**config.mk**
```make
export PLATFORM = sky130hd
export DESIGN_NAME = vend_controller
export DESIGN_NICKNAME = d
export VERILOG_FILES = /design/src/rtl/vend_pkg.sv /design/src/rtl/ack_watchdog.sv /design/src/rtl/vend_controller.sv
export SDC_FILE = /design/constraint.sdc
export NUM_CORES = 1
export LEC_CHECK = 0
export CAP_MARGIN = 20
export CORE_AREA = 4 4 60 62
export CTS_CLUSTER_SIZE = 30
export DETAILED_ROUTE_END_ITERATION = 10
export DIE_AREA = 0 0 64 66
export GPL_TIMING_DRIVEN = 0
export PLACE_DENSITY = 0.69
export SKIP_CTS_REPAIR_TIMING = 1
export SYNTH_ARGS = -nofsm -noshare
export SYNTH_HDL_FRONTEND = slang
export SYNTH_HIERARCHICAL = 1
export SYNTH_SLANG_ARGS = --single-unit
```
**constraint.sdc**
```tcl
create_clock -name clk -period 5.26 [get_ports clk]
set_input_delay 0.789 -clock clk [delete_from_list [all_inputs] [get_ports clk]]
set_output_delay 0.789 -clock clk [all_outputs]
set_load 0.03 [all_outputs]
```
**src/rtl/vend_pkg.sv**
```systemverilog
// Shared definitions for the vending machine transaction sequencer.
//   state_t : controller states
//   Q_VAL   : credit value of a quarter, in quarters
//   D_VAL   : credit value of a dollar, in quarters
package vend_pkg;

  typedef enum logic [1:0] {
    IDLE     = 2'd0,
    DISPENSE = 2'd1,
    CHANGE   = 2'd2,
    FAULT    = 2'd3
  } state_t;

  localparam int unsigned Q_VAL = 1;
  localparam int unsigned D_VAL = 4;

endpackage

```
**src/rtl/ack_watchdog.sv**
```systemverilog
// Handshake watchdog shared by the dispense and change handshakes.
// Ports:
//   clk, reset : clock, synchronous active-high reset
//   start      : the watched req is high for its first cycle
//   run        : a req is currently high
//   ack        : the matching ack is sampled high while its req is high
//   expired    : this is the TIMEOUT-th req-high cycle and no ack arrived
module ack_watchdog #(
  parameter int TIMEOUT = 255
) (
  input  logic clk,
  input  logic reset,
  input  logic start,
  input  logic run,
  input  logic ack,
  output logic expired
);

  localparam int CNT_W = $clog2(TIMEOUT + 1);

  logic [CNT_W-1:0] cnt_p0;
  logic [CNT_W-1:0] cnt_eff;

  // The first req-high cycle counts as zero regardless of stale history.
  always_comb begin
    cnt_eff = start ? '0 : cnt_p0;
  end

  assign expired = run & ~ack & (cnt_eff == CNT_W'(TIMEOUT - 1));

  always_ff @(posedge clk) begin
    if (reset) begin
      cnt_p0 <= '0;
    end else if (run) begin
      cnt_p0 <= cnt_eff + CNT_W'(1);
    end
  end

endmodule

```
**src/rtl/vend_controller.sv**
```systemverilog
// Vending machine transaction sequencer: coin credit, dispense handshake,
// change return one quarter at a time, watchdog fault lock.
// Ports:
//   clk, reset          : clock, synchronous active-high reset
//   quarter, dollar     : one-cycle coin pulses (+1 / +4 quarters)
//   vend_sel, cancel    : one-cycle product select / refund request
//   disp_ack, coin_ack  : actuator / hopper acknowledges
//   disp_req, coin_req  : level requests, held until ack
//   coin_reject         : one-cycle pulse, coins routed to reject chute
//   credit              : current credit in quarters
//   busy                : high in DISPENSE, CHANGE and FAULT
//   fault               : watchdog expired, sticky until reset
import vend_pkg::*;

module vend_controller #(
  parameter int PRICE_Q      = 4,
  parameter int MAX_CREDIT_Q = 15,
  parameter int CREDIT_W     = 4,
  parameter int TIMEOUT      = 255
) (
  input  logic                clk,
  input  logic                reset,
  input  logic                quarter,
  input  logic                dollar,
  input  logic                vend_sel,
  input  logic                cancel,
  input  logic                disp_ack,
  input  logic                coin_ack,
  output logic                disp_req,
  output logic                coin_req,
  output logic                coin_reject,
  output logic [CREDIT_W-1:0] credit,
  output logic                busy,
  output logic                fault
);

  localparam int SUM_W = CREDIT_W + 1;

  state_t              state_p0;
  logic [CREDIT_W-1:0] credit_p0;
  logic                disp_req_p0;
  logic                coin_req_p0;
  logic                coin_reject_p0;
  logic                busy_p0;
  logic                fault_p0;
  logic                disp_req_p1;
  logic                coin_req_p1;

  logic                coin_in;
  logic                intake_ok;
  logic [SUM_W-1:0]    sum;
  logic [CREDIT_W-1:0] credit_post;
  logic                wd_start;
  logic                wd_run;
  logic                wd_ack;
  logic                expired;

  // One spare bit keeps credit + 5 exact for the limit comparison.
  function automatic logic [SUM_W-1:0] coin_sum(
    input logic [CREDIT_W-1:0] c,
    input logic                q,
    input logic                d
  );
    coin_sum = {1'b0, c}
             + SUM_W'(q ? Q_VAL : 0)
             + SUM_W'(d ? D_VAL : 0);
  endfunction

  always_comb begin
    coin_in     = quarter | dollar;
    sum         = coin_sum(credit_p0, quarter, dollar);
    intake_ok   = (sum <= SUM_W'(MAX_CREDIT_Q));
    credit_post = (coin_in && intake_ok) ? sum[CREDIT_W-1:0] : credit_p0;
  end

  // Req edges restart the watchdog; the low gap between change coins
  // guarantees each coin_req pulse gets its own full window.
  assign wd_start = (disp_req_p0 & ~disp_req_p1) | (coin_req_p0 & ~coin_req_p1);
  assign wd_run   = disp_req_p0 | coin_req_p0;
  assign wd_ack   = (disp_req_p0 & disp_ack) | (coin_req_p0 & coin_ack);

  ack_watchdog #(
    .TIMEOUT (TIMEOUT)
  ) u_watchdog (
    .clk     (clk),
    .reset   (reset),
    .start   (wd_start),
    .run     (wd_run),
    .ack     (wd_ack),
    .expired (expired)
  );

  always_ff @(posedge clk) begin
    if (reset) begin
      state_p0       <= IDLE;
      credit_p0      <= '0;
      disp_req_p0    <= 1'b0;
      coin_req_p0    <= 1'b0;
      coin_reject_p0 <= 1'b0;
      busy_p0        <= 1'b0;
      fault_p0       <= 1'b0;
      disp_req_p1    <= 1'b0;
      coin_req_p1    <= 1'b0;
    end else begin
      disp_req_p1    <= disp_req_p0;
      coin_req_p1    <= coin_req_p0;
      coin_reject_p0 <= coin_in;
      case (state_p0)
        IDLE: begin
          coin_reject_p0 <= coin_in & ~intake_ok;
          credit_p0      <= credit_post;
          // Both decisions see the credit including this cycle's coins.
          if (cancel) begin
            if (credit_post != '0) begin
              state_p0 <= CHANGE;
              busy_p0  <= 1'b1;
            end
          end else if (vend_sel && (credit_post >= CREDIT_W'(PRICE_Q))) begin
            credit_p0   <= credit_post - CREDIT_W'(PRICE_Q);
            disp_req_p0 <= 1'b1;
            state_p0    <= DISPENSE;
            busy_p0     <= 1'b1;
          end
        end
        DISPENSE: begin
          if (disp_req_p0 && disp_ack) begin
            disp_req_p0 <= 1'b0;
            if (credit_p0 != '0) begin
              state_p0 <= CHANGE;
            end else begin
              state_p0 <= IDLE;
              busy_p0  <= 1'b0;
            end
          end else if (expired) begin
            disp_req_p0 <= 1'b0;
            fault_p0    <= 1'b1;
            state_p0    <= FAULT;
          end
        end
        CHANGE: begin
          // coin_req is return-to-zero: every coin starts from a low cycle.
          if (!coin_req_p0) begin
            coin_req_p0 <= 1'b1;
          end else if (coin_ack) begin
            coin_req_p0 <= 1'b0;
            credit_p0   <= credit_p0 - CREDIT_W'(1);
            if (credit_p0 == CREDIT_W'(1)) begin
              state_p0 <= IDLE;
              busy_p0  <= 1'b0;
            end
          end else if (expired) begin
            coin_req_p0 <= 1'b0;
            fault_p0    <= 1'b1;
            state_p0    <= FAULT;
          end
        end
        FAULT: begin
          state_p0 <= FAULT;
        end
        default: begin
          state_p0 <= IDLE;
        end
      endcase
    end
  end

  assign disp_req    = disp_req_p0;
  assign coin_req    = coin_req_p0;
  assign coin_reject = coin_reject_p0;
  assign credit      = credit_p0;
  assign busy        = busy_p0;
  assign fault       = fault_p0;

endmodule

```
**Yosys cells after proc, flatten, opt, wreduce, memory -nomap -nowiden**

Index checks and enable logic that the tools add are counted.

- Memories: 0
- Output and inout bits: 9
- Bits in read-only memories: 0
- RAM bits: 0
- Latch bits: 0
- Logic and storage cells: 106
- Register bits after elaboration: 21

- Shift-type cells: 0
- Mux-type cells: 41
- Bitwise logic cells: 15
- Multipliers: 0
- Order comparisons: 2
- Divide/modulo/power cells: 0
- Equality and inequality tests: 18
- Reduce and logical (&&, ||, !) cells: 15
- Add/subtract/negate cells: 5

Operators by type and width:

| cell | count |
|---|---|
| 2-to-1 mux 1 bit | 20 |
| 2-to-1 mux 4 bit | 5 |
| 2-to-1 mux 2 bit | 9 |
| != test 2 bit (second input constant) | 9 |
| != test 3 bit (second input constant) | 4 |
| AND reduction 4 bit | 3 |
| adder 8 x 1 -> 8 bit (second input constant) | 1 |
| == test 8 bit (second input constant) | 1 |
| 2-to-1 mux 8 bit | 1 |
| one-hot mux 2 bit (4 select lines) | 1 |
| one-hot mux 4 bit (2 select lines) | 1 |
| AND reduction 8 bit | 1 |
| nonzero test 4 bit | 2 |
| AND 1 bit | 7 |
| nonzero test 2 bit | 3 |
| adder 4 x 1 -> 5 bit | 1 |
| adder 5 x 3 -> 5 bit | 1 |
| <= comparator 5 x 4 -> 1 bit (second input constant) | 1 |
| == test 2 bit (second input constant) | 2 |
| == test 4 x 1 -> 1 bit (second input constant) | 1 |
| greater-or-equal comparator 4 x 3 -> 1 bit (second input constant) | 1 |
| NOT 1 bit | 4 |
| OR 1 bit | 4 |
| one-hot mux 1 bit (2 select lines) | 2 |
| 9 further kinds | 11 |

**Logic depth before layout (Yosys ltp)**

- Word-level depth: 11
- Depth in mapped cells: 11

**Modules after synthesis**

Netlist, hierarchy kept.

By module, submodules not included:

| module | times used | cells an instance | area an instance (um^2) | seq. area each (um^2) |
|---|---|---|---|---|
| vend_controller | 1 | 122 | 1001.0 | 260.2 |
| ack_watchdog | 1 | 48 | 464.2 | 160.2 |

**Worst setup path before layout**

OpenSTA, ideal clock, no wires.

- Path type: input-to-reg
- Start: input quarter
- End: register state_p0[0]
- Path buffers: 0
- Arrival: 2.765 ns
- Cell stages on the path: 11
- Required time: 5.129 ns
- Setup time: 0.131 ns
- Path slack: 2.364 ns
- Cells stage by stage: ha_1 ha_1 a21o_1 a21oi_1 mux2i_1 ha_1 nand2b_1 a32o_1 a32oi_1 o21ai_0 mux2i_1

- Cells in the longest elaborated chain, start to end: 10

RTL lines:

| element | RTL line | source |
|---|---|---|
| from (decl) | vend_controller.sv:23 | `input logic quarter,` |
| 2-to-1 mux 1 bit | vend_controller.sv:65 | `+ SUM_W'(q ? Q_VAL : 0)` |
| adder 4 x 1 -> 5 bit | vend_controller.sv:65 |  |
| adder 5 x 3 -> 5 bit | vend_controller.sv:66 | `+ SUM_W'(d ? D_VAL : 0);` |
| <= comparator 5 x 4 -> 1 bit | vend_controller.sv:72 | `intake_ok = (sum <= SUM_W'(MAX_CREDIT_Q));` |
| logical AND 1 bit | vend_controller.sv:73 | `credit_post = (coin_in && intake_ok) ? sum[CREDIT_W-1:0] : credit_p0;` |
| 2-to-1 mux 4 bit * | vend_controller.sv:73 |  |
| greater-or-equal comparator 4 x 3 -> 1 bit | vend_controller.sv:118 | `end else if (vend_sel && (credit_post >= CREDIT_W'(PRICE_Q))) begin` |
| logical AND 1 bit | vend_controller.sv:118 |  |
| != test 3 bit (no source line) | - |  |
| AND reduction 4 bit (no source line) * | - |  |
| to (signal assigned) | vend_controller.sv:115 | `state_p0 <= CHANGE;` |
| to (signal assigned) | vend_controller.sv:121 | `state_p0 <= DISPENSE;` |
| to (signal assigned) | vend_controller.sv:129 | `state_p0 <= CHANGE;` |
| to (decl) | vend_controller.sv:39 | `state_t state_p0;` |

Every way passes the cells marked *; elsewhere a longest branch is shown, timed or not.
A chain may end at the register's enable or synchronous reset.

**Final worst setup path**

- Start: input quarter
- End: register state_p0[1]

Same word-level chain as after synthesis.

==> results.json <==
{
  "dp_slack_ns": 1.65,
  "grt-ovfl-total": 0,
  "net-switching-power_w": 0.000409,
  "arrival_ns": 3.54,
  "synth_compound_area_share_pct": 23.6,
  "synth_top_area_cell": "dfxtp_1",
  "start_util_pct": 48.4,
  "slew_headroom_pct": 45.6,
  "path_max_fanout": 4,
  "synth_adder_area_share_pct": 12.0,
  "drc": 0,
  "cts-root-buf": "clkbuf_4",
  "place_congestion": 0.831,
  "highest_layer": "met4",
  "synthMuxAreaShare_pct": 4.78,
  "clockBufferDepth": 2,
  "ys_seq_area_share_pct": 28.7,
  "antenna_found_initial": 0,
  "fp.coreArea_sq_um": 3030,
  "die_area_sq_um": 4220,
  "p_per_area_nw_per_um2": 509,
  "wl_met1_mm": 1.56,
  "met3_length_um": 82,
  "fin_util_pct": 56.0,
  "p_clk_share_pct": 9.0,
  "timing.final.ws_setup_ns": 1.91,
  "die_w_um": 64,
  "crit_path_end_kind": "register",
  "nNetsFinal": 212,
  "port_buffers": 15,
  "final_common_cell": "dfxtp_1",
  "synthesis.area_sq_um": 1470,
  "wl_met2_mm": 1.62,
  "wirelength_mm": 3.28,
  "die_h_um": 66,
  "min_path_cells": 2,
  "ys_types": 51,
  "cts.htree.levels": 1,
  "grt_usage_pct": 16.8,
  "tns_ns": 0,
  "place_inst": 229,
  "fin_crit_ns": 3.35,
  "drt_pass1_iterations": 4,
  "dpl.hpwl_mm": 2.58,
  "drive_above_1_share_pct": 7.41,
  "seq_power_share_pct": 30.0,
  "async_flop_share_pct": 0,
  "switching_share_pct": 47.4,
  "clock-sinks": 21,
  "reg2regPathDepth": 11,
  "power_w": 0.000863,
  "synth_xor_area_share_pct": 3.59,
  "io_pins": 17,
  "synth_seq_cells": 21,
  "syn_inst": 170,
  "drv_slew": 0,
  "worstSkewPairLatency_ns": 0.30,
  "grt_max_degree": 12,
  "comb_power_share_pct": 61.0,
  "num_vias": 1290,
  "synth.top_cell.area_share_pct": 28.7,
  "clock.fmax_mhz": 298,
  "wl_per_cell_um": 14.1,
  "hold_class": "reg -> reg",
  "final-setup-viol-count": 0,
  "syn_to_final_growth_pct": 15.8,
  "skew_ns": 0.00948,
  "first_iter_violations": 73,
  "num_rows": 20,
  "final-hold-violation-count": 0,
  "drv_cap": 0,
  "drtAntennaViolNets": 0,
  "synth-main-ff-cell": "dfxtp_1",
  "synth_area_leaders": "dfxtp_1, ha_1, a21oi_1",
  "tightest_slew_ns": 0.808,
  "crit_path_start_kind": "input pin",
  "synth_top_family_by_area": "compound AO/OA/AOI/OAI gates",
  "grt_pass1_vias": 1283,
  "rsz0062_at_grt": "false",
  "status": "completed",
  "antenna_cells": 0,
  "critPathKind": "in -> reg",
  "cp.required_ns": 5.44,
  "most-common-layout-cells": "dfxtp_1, nor2_1, a21oi_1, clkdlybuf4s50_1, ha_1",
  "grt_pass1_wl_mm": 5.74,
  "viasPerCell": 5.54,
  "layout.cells.non_filler": 233,
  "leakagePower_nw": 0.679,
  "p_int_w": 0.000454,
  "synth_warnings": 6,
  "synth_edf_count": 0,
  "synth_simple_gate_area_share_pct": 21.9,
  "clk_pin_slew_ns": 0.12,
  "synth_fp_nets": 192,
  "period_share_pct": 63.7,
  "numCtsBuffers": 3,
  "tritoncts": "built",
  "postSynthAreaPerCell_sq_um": 8.62,
  "vdd_drop_max_mv": 0.250
}
worst paths after layout:
check | from | end | slack [ns]
worst max-delay path | quarter | state_p0[1] | 1.91
worst min-delay path | fault | fault | 0.49
worst max register to register | credit[0] | state_p0[1] | 2.40
worst min register to register | fault | fault | 0.49
sequential cells by signal, indices dropped and copies added (netlist names):
name	flops
u_watchdog/cnt_p0	8
credit	4
state_p0	2
busy	1
coin_reject	1
coin_req	1
coin_req_p1	1
disp_req	1
disp_req_p1	1
fault	1
layout make-up:
| cell class | instances | area, sq um |
|---|---|---|
| plain buffers | 6 | 35.0 |
| repair buffers | 15 | 150 |
| well taps | 44 | 55.1 |
| inverters | 12 | 45.0 |
| multi-input cells | 131 | 965 |
| clock buffers | 4 | 26.3 |
| fillers | 282 | 1330 |
| flip-flops and latches | 21 | 420 |
cells in the mapped netlist, types with 2 or more instances:
library cell   n
a211oi_1       5
a21oi_1       16
a32oi_1        2
clkbuf_1       3
dfxtp_1       21
ha_1          14
inv_1         11
mux2i_1        7
nand2_1        8
nand2b_1       5
nand3_1        3
nand3b_1       3
nand4_1        2
nor2_1        16
nor3b_1        2
nor4_1         3
o211ai_1       4
o21ai_0        5
o22ai_1        2
or3_1          3
xnor2_1        2
xor2_1         4
power by group through the flow:
stage	Sequential, W	Combinational (W)	Clock [W]
finish	0.000259	0.000527	0.0000777
global route	0.000268	0.000588	0.0000886
CTS	0.000258	0.000525	0.0000805
detailed placement	0.000260	0.000522	0
global placement	0.000259	0.000510	0
floorplan	0.000294	0.000348	0
through the flow:
stage,instance area [sq um],hold WS [ns]
after floorplan,1470,0.471
after global placement,1670,0.443
after detailed placement,1670,0.486
after CTS,1700,0.504
after global routing,1700,0.518
final,1700,0.493
cell families after synthesis:
group                      count (synthesis)
muxes                                      7
buffers and inverters                     18
and+or+nand+nor                           54
adders and majority gates                 14
xor gates and xnor gates                   6
DFF                                       21
AOI/OAI and AO/OA                         50
metal layers:
layer  GRT usage (%)  vias up
li1                -      672
met1            20.7      596
met2            30.2       20
met3            2.89        2
met4            4.31        0
met5               0        -
worst max-delay path, stage by stage:
cell and delay, ns:
clkdlybuf4s50_1 0.43, ha_1 0.23, ha_1 0.21, a21o_1 0.23, a21oi_1 0.19, mux2i_1 0.14
ha_1 0.24, nand2b_1 0.14, a32o_1 0.20, a32oi_1 0.27, o21ai_0 0.29, mux2i_1 0.18
(Power assumes the default switching activity.)
